===== src/rtl/serial_pattern_gen_if.sv =====
// Word-in / bit-out bundle between a pattern source and serial_pattern_gen.
// The slave side is the generator; the master side is whoever offers words and watches x.
interface serial_pattern_gen_if #(
    parameter int WIDTH = 8,
    parameter int LEN_W = 4
);
    logic             in_valid;
    logic             in_ready;
    logic [WIDTH-1:0] in_data;
    logic [LEN_W-1:0] in_len;
    logic             x;
    logic             x_valid;
    logic             done;
    logic             err;

    modport master (
        output in_valid, in_data, in_len,
        input  in_ready, x, x_valid, done, err
    );

    modport slave (
        input  in_valid, in_data, in_len,
        output in_ready, x, x_valid, done, err
    );
endinterface


===== src/rtl/serial_pattern_gen.sv =====
// Serial pattern transmitter: takes a word plus bit count, shifts the low in_len bits
// out MSB-first on x, then idles GAP cycles before taking the next word.
module serial_pattern_gen #(
    parameter int WIDTH = 8,
    parameter int LEN_W = 4,
    parameter int GAP   = 2
) (
    input  logic clk,
    input  logic rst,
    serial_pattern_gen_if.slave bus
);
    typedef enum logic [1:0] {
        ST_IDLE,
        ST_SHIFT,
        ST_GAP
    } state_t;

    localparam int               GAP_W   = (GAP > 1) ? $clog2(GAP) : 1;
    localparam logic [LEN_W-1:0] MAX_LEN = LEN_W'(WIDTH);

    state_t           state;
    logic [WIDTH-1:0] shreg;
    logic [LEN_W-1:0] cnt;
    logic [GAP_W-1:0] gap_cnt;
    logic             x_r;
    logic             x_valid_r;
    logic             done_r;
    logic             err_r;

    logic             accept;
    logic             len_ok;
    logic [WIDTH-1:0] aligned;

    assign bus.in_ready = (state == ST_IDLE);
    assign accept       = bus.in_valid && bus.in_ready;
    assign len_ok       = (bus.in_len != '0) && (bus.in_len <= MAX_LEN);
    // Left-justify so the first bit to send (in_data[in_len-1]) lands in the MSB.
    assign aligned      = bus.in_data << (MAX_LEN - bus.in_len);

    assign bus.x        = x_r;
    assign bus.x_valid  = x_valid_r;
    assign bus.done     = done_r;
    assign bus.err      = err_r;

    always_ff @(posedge clk or posedge rst) begin
        if (rst) begin
            state     <= ST_IDLE;
            shreg     <= '0;
            cnt       <= '0;
            gap_cnt   <= '0;
            x_r       <= 1'b0;
            x_valid_r <= 1'b0;
            done_r    <= 1'b0;
            err_r     <= 1'b0;
        end else begin
            done_r <= 1'b0;
            err_r  <= 1'b0;
            case (state)
                ST_IDLE: begin
                    if (accept) begin
                        if (len_ok) begin
                            x_r       <= aligned[WIDTH-1];
                            x_valid_r <= 1'b1;
                            shreg     <= aligned << 1;
                            cnt       <= bus.in_len;
                            state     <= ST_SHIFT;
                        end else begin
                            err_r <= 1'b1;
                        end
                    end
                end
                ST_SHIFT: begin
                    // cnt counts bits still on the wire including the one showing now.
                    if (cnt == LEN_W'(1)) begin
                        x_r       <= 1'b0;
                        x_valid_r <= 1'b0;
                        done_r    <= 1'b1;
                        shreg     <= '0;
                        cnt       <= '0;
                        if (GAP == 0) begin
                            state <= ST_IDLE;
                        end else begin
                            gap_cnt <= GAP_W'(GAP - 1);
                            state   <= ST_GAP;
                        end
                    end else begin
                        x_r   <= shreg[WIDTH-1];
                        shreg <= shreg << 1;
                        cnt   <= cnt - 1'b1;
                    end
                end
                ST_GAP: begin
                    if (gap_cnt == '0) begin
                        state <= ST_IDLE;
                    end else begin
                        gap_cnt <= gap_cnt - 1'b1;
                    end
                end
                default: state <= ST_IDLE;
            endcase
        end
    end
endmodule

===== src/flat_wrapper.sv =====
// flat-port wrapper written by rule: the top's interface ports become plain ports
module serial_pattern_gen_flat 
#(
    parameter int WIDTH = 8,
    parameter int LEN_W = 4,
    parameter int GAP   = 2
)
  (clk, rst, bus_in_valid, bus_in_data, bus_in_len, bus_in_ready, bus_x, bus_x_valid, bus_done, bus_err);
  serial_pattern_gen_if #(.WIDTH(WIDTH), .LEN_W(LEN_W)) bus_i ();
  input  logic clk;
  input  logic rst;
  input wire logic [$bits(bus_i.in_valid)-1:0] bus_in_valid;
  input wire logic [$bits(bus_i.in_data)-1:0] bus_in_data;
  input wire logic [$bits(bus_i.in_len)-1:0] bus_in_len;
  output wire logic [$bits(bus_i.in_ready)-1:0] bus_in_ready;
  output wire logic [$bits(bus_i.x)-1:0] bus_x;
  output wire logic [$bits(bus_i.x_valid)-1:0] bus_x_valid;
  output wire logic [$bits(bus_i.done)-1:0] bus_done;
  output wire logic [$bits(bus_i.err)-1:0] bus_err;
  assign bus_i.in_valid = bus_in_valid;
  assign bus_i.in_data = bus_in_data;
  assign bus_i.in_len = bus_in_len;
  assign bus_in_ready = bus_i.in_ready;
  assign bus_x = bus_i.x;
  assign bus_x_valid = bus_i.x_valid;
  assign bus_done = bus_i.done;
  assign bus_err = bus_i.err;
  serial_pattern_gen #(.WIDTH(WIDTH), .LEN_W(LEN_W), .GAP(GAP)) u_core (.clk(clk), .rst(rst), .bus(bus_i));
endmodule

===== config.mk =====
export PLATFORM = sky130hd
export DESIGN_NAME = serial_pattern_gen_flat
export DESIGN_NICKNAME = d
export VERILOG_FILES = /design/src/rtl/serial_pattern_gen_if.sv /design/src/rtl/serial_pattern_gen.sv /design/src/flat_wrapper.sv
export SDC_FILE = /design/constraint.sdc
export NUM_CORES = 1
export LEC_CHECK = 0
export CAP_MARGIN = 25
export CORE_ASPECT_RATIO = 0.8
export CORE_UTILIZATION = 40
export CTS_CLUSTER_SIZE = 28
export DETAILED_ROUTE_END_ITERATION = 10
export PLACE_DENSITY = 0.6
export SLEW_MARGIN = 5
export SYNTH_ARGS = -nofsm -noshare
export SYNTH_HDL_FRONTEND = slang
export SYNTH_SLANG_ARGS = --single-unit

===== constraint.sdc =====
create_clock -name clk -period 1.7 [get_ports clk]
set_input_delay 0.255 -clock clk [delete_from_list [all_inputs] [get_ports clk]]
set_output_delay 0.255 -clock clk [all_outputs]
set_load 0.01 [all_outputs]

==> flow_summary.json <==
{
  "synth_edf_count": 0,
  "cts_buffers": 3,
  "synth_nets": 142,
  "postSynth.asyncResetShare_pct": 100.0,
  "cap_violations": 0,
  "crit_type": "input pin to flop",
  "wl_per_cell_um": 13.99,
  "place_congestion": 0.8629,
  "grtUsageMet3_pct": 6.037,
  "clock-sinks": 18,
  "num_vias": 1119,
  "use_met2_pct": 32.62,
  "rows": 16,
  "antenna_found_initial": 0,
  "grt-ovfl-total": 0,
  "clockPowerShare_pct": 11.1,
  "port_buffers": 19,
  "ys_warn_count": 0,
  "fin_util_pct": 67.93,
  "finalWirelength_mm": 2.937,
  "ys_ff_latch": 18,
  "dp.cells": 206,
  "drive_above_1_share_pct": 31.61,
  "timing.final.ws_setup_ns": 0.03537,
  "viasPerCell": 5.329,
  "required_ns": 1.94,
  "swShare_pct": 39.21,
  "drv_slew": 0,
  "clock.fmax_ghz": 0.6007,
  "ant_nets": 0,
  "synthDistinctLibCells": 40,
  "die_y_um": 49.93,
  "finClkSkew_ns": 0.002171,
  "comb_power_share_pct": 58.3,
  "cts.htree.levels": 1,
  "finalCritPeriodShare_pct": 97.92,
  "whs_ns": 0.1924,
  "cts_tree": "built",
  "yosys-top-cells-count": "dfrtp_1, nand2_1, a21oi_1, inv_1",
  "synthTopCellsByArea": "dfrtp_1, a21oi_1, nand2_1, mux2i_1, ha_1",
  "setup-violations-final": 0,
  "status": "finished, final reports clean",
  "clk_path_buf_depth": 2,
  "antenna_cells": 0,
  "critPathCaptureType": "flop",
  "p_per_area_mw_per_mm2": 1373,
  "area_growth_pct": 52.72,
  "p_sw_mw": 0.9440,
  "crit_path_start_kind": "input pin",
  "dieArea_sq_mm": 0.003091,
  "clkTransAtPathRegs_ns": 0.10,
  "p_leak_nw": 0.8068,
  "final.setup.tns_ns": 0,
  "yosys.cell_count.top_type": "dfrtp_1",
  "pwr-share-seq_pct": 30.7,
  "synth_area_sq_mm": 0.001149,
  "hold_violations": 0,
  "ir_worst_vdd_mv": 0.9941,
  "nFillCells": 202,
  "final_cells": 210,
  "tightest_slew_ns": 0.3602,
  "synth_cells": 124,
  "grt_pass1_vias": 1120,
  "post-dp-hpwl_mm": 2.373,
  "num_io_pins": 20,
  "route.detailed.drc": 0,
  "hold_path_class": "input pin to asynchronous set/reset pin",
  "start_util_pct": 44.48,
  "drt_iter0_markers": 77,
  "path_max_fanout": 5,
  "synth.top_cell.area_share_pct": 39.22,
  "cts_setup_buffers": 0,
  "fin_nets": 193,
  "min_period_ns": 1.665,
  "synth_top_area_cell": "dfrtp_1",
  "synth_area_per_cell_sq_um": 9.263,
  "worstSkewPairLatency_ns": 0.30,
  "p_int_mw": 1.464,
  "relSlewSlack_pct": 75.96,
  "ctsRootBufferMaster": "clkbuf_4",
  "yosysSeqAreaShare_pct": 39.22,
  "dp_slack_ns": -0.4798,
  "grt.total_usage_pct": 23.23,
  "core_area_sq_mm": 0.002582,
  "grt_util_met1_pct": 35.05,
  "hold_buffers": 0,
  "rsz0062_at_grt": "yes",
  "grt_max_degree": 12,
  "synth_ff_type": "dfrtp_1",
  "die_w_um": 61.91,
  "grt_pass1_wl_mm": 5.140,
  "arrival_ns": 1.90,
  "top_usage_layer": "met1",
  "dr.pass1.iters": 4
}
==> placed cells by master, fill, tap and decap left out, types with 2 or more instances in the layout <==
cell type         n
inv_1             8
or3_1             2
nor3_1            2
a211oi_1          2
inv_2             2
a32oi_1           2
nand2_1          13
ha_1              2
dlygate4sd2_1     3
dfrtp_1          18
mux2i_1           4
clkbuf_4          3
mux2_4            2
buf_4            29
nor3_2            2
o21ai_0           7
a221o_1           2
buf_12            2
a21o_1            2
nand3_1           2
o31a_1            2
clkdlybuf4s50_1  15
a21oi_1          10
a2bb2oi_1         3
nor2_1            6
a31oi_1           2
==> critical path: stages <==
cell           delay (ns)
dlygate4sd2_1        0.25
buf_4                0.16
o31a_1               0.32
nor3_2               0.25
buf_4                0.15
nand2_1              0.06
or3_1                0.33
a2bb2oi_2            0.14
==> kinds of logic (layout without fill, tap and decap cells) <==
| logic type | count (synthesis) | after routing | share of synthesized area (%) |
|---|---|---|---|
| muxes | 8 | 8 | 8.715 |
| xor gates and xnor gates | 3 | 3 | 3.596 |
| buffers and inverters | 14 | 64 | 5.555 |
| and+or+nand+nor | 39 | 39 | 16.67 |
| DFF | 18 | 18 | 39.22 |
| AOI/OAI and AO/OA | 39 | 39 | 22.98 |
| adders and majority gates | 3 | 3 | 3.268 |
==> through the flow <==
step / area (sq um) / total power [mW]
2_1_floorplan: 1211 / 1.558
3_3_place_gp: 1667 / 2.056
3_5_place_dp: 1667 / 2.096
4_1_cts: 1734 / 2.385
5_1_grt: 1754 / 2.606
6_report: 1754 / 2.408
==> layout make-up <==
cell class	instances	area, sq um	share of cell area [%]
Inverter	10	37.54	2.140
Timing Repair Buffer	50	446.7	25.46
Multi-Input combinational cell	92	738.2	42.08
Tap cell	36	45.04	2.568
Clock buffer	4	36.28	2.068
Sequential cell	18	450.4	25.68
==> power by group through the flow <==
| stage | Combinational [mW] | Clock (mW) | Sequential [mW] |
|---|---|---|---|
| detailed placement | 1.35 | 0 | 0.742 |
| global route | 1.55 | 0.292 | 0.759 |
| CTS | 1.38 | 0.273 | 0.733 |
| floorplan | 0.821 | 0 | 0.736 |
| global placement | 1.32 | 0 | 0.735 |
| finish | 1.40 | 0.267 | 0.738 |
==> routing by layer <==
| metal | wire length, um | vias up |
|---|---|---|
| met5 | 0 | - |
| met4 | 37 | 0 |
| met3 | 166 | 5 |
| met2 | 1260 | 33 |
| met1 | 1472 | 525 |
| li1 | - | 556 |
==> flip-flops by register name, indices dropped and copies added (netlist names) <==
register / flops
u_core.shreg: 7
u_core.bus.x_valid: 1
u_core.state: 2
u_core.bus.err: 1
u_core.gap_cnt: 1
u_core.cnt: 4
u_core.bus.x: 1
u_core.bus.done: 1
==> worst paths after layout <==
check	endpoint	slack (ns)	cells past startpoint	start
min in group clk	u_core.cnt[2]	0.44	4	bus_in_len[2]
max	u_core.shreg[2]	0.04	8	bus_in_len[0]
min reg2reg	u_core.bus.x_valid	0.48	1	u_core.bus.x_valid
max reg2reg	u_core.shreg[5]	0.12	7	u_core.state[1]
max in group asynchronous	u_core.shreg[7]	1.14	3	rst
min	u_core.bus.done	0.19	2	rst
==> timing repair <==
item                                    in CTS  in global routing
resized for setup                           11                  4
endpoints found under the hold margin        0                  0
pin swaps                                    4                  2
endpoints found under the setup margin      13                 11
Power figures use the tool's default switching activity.
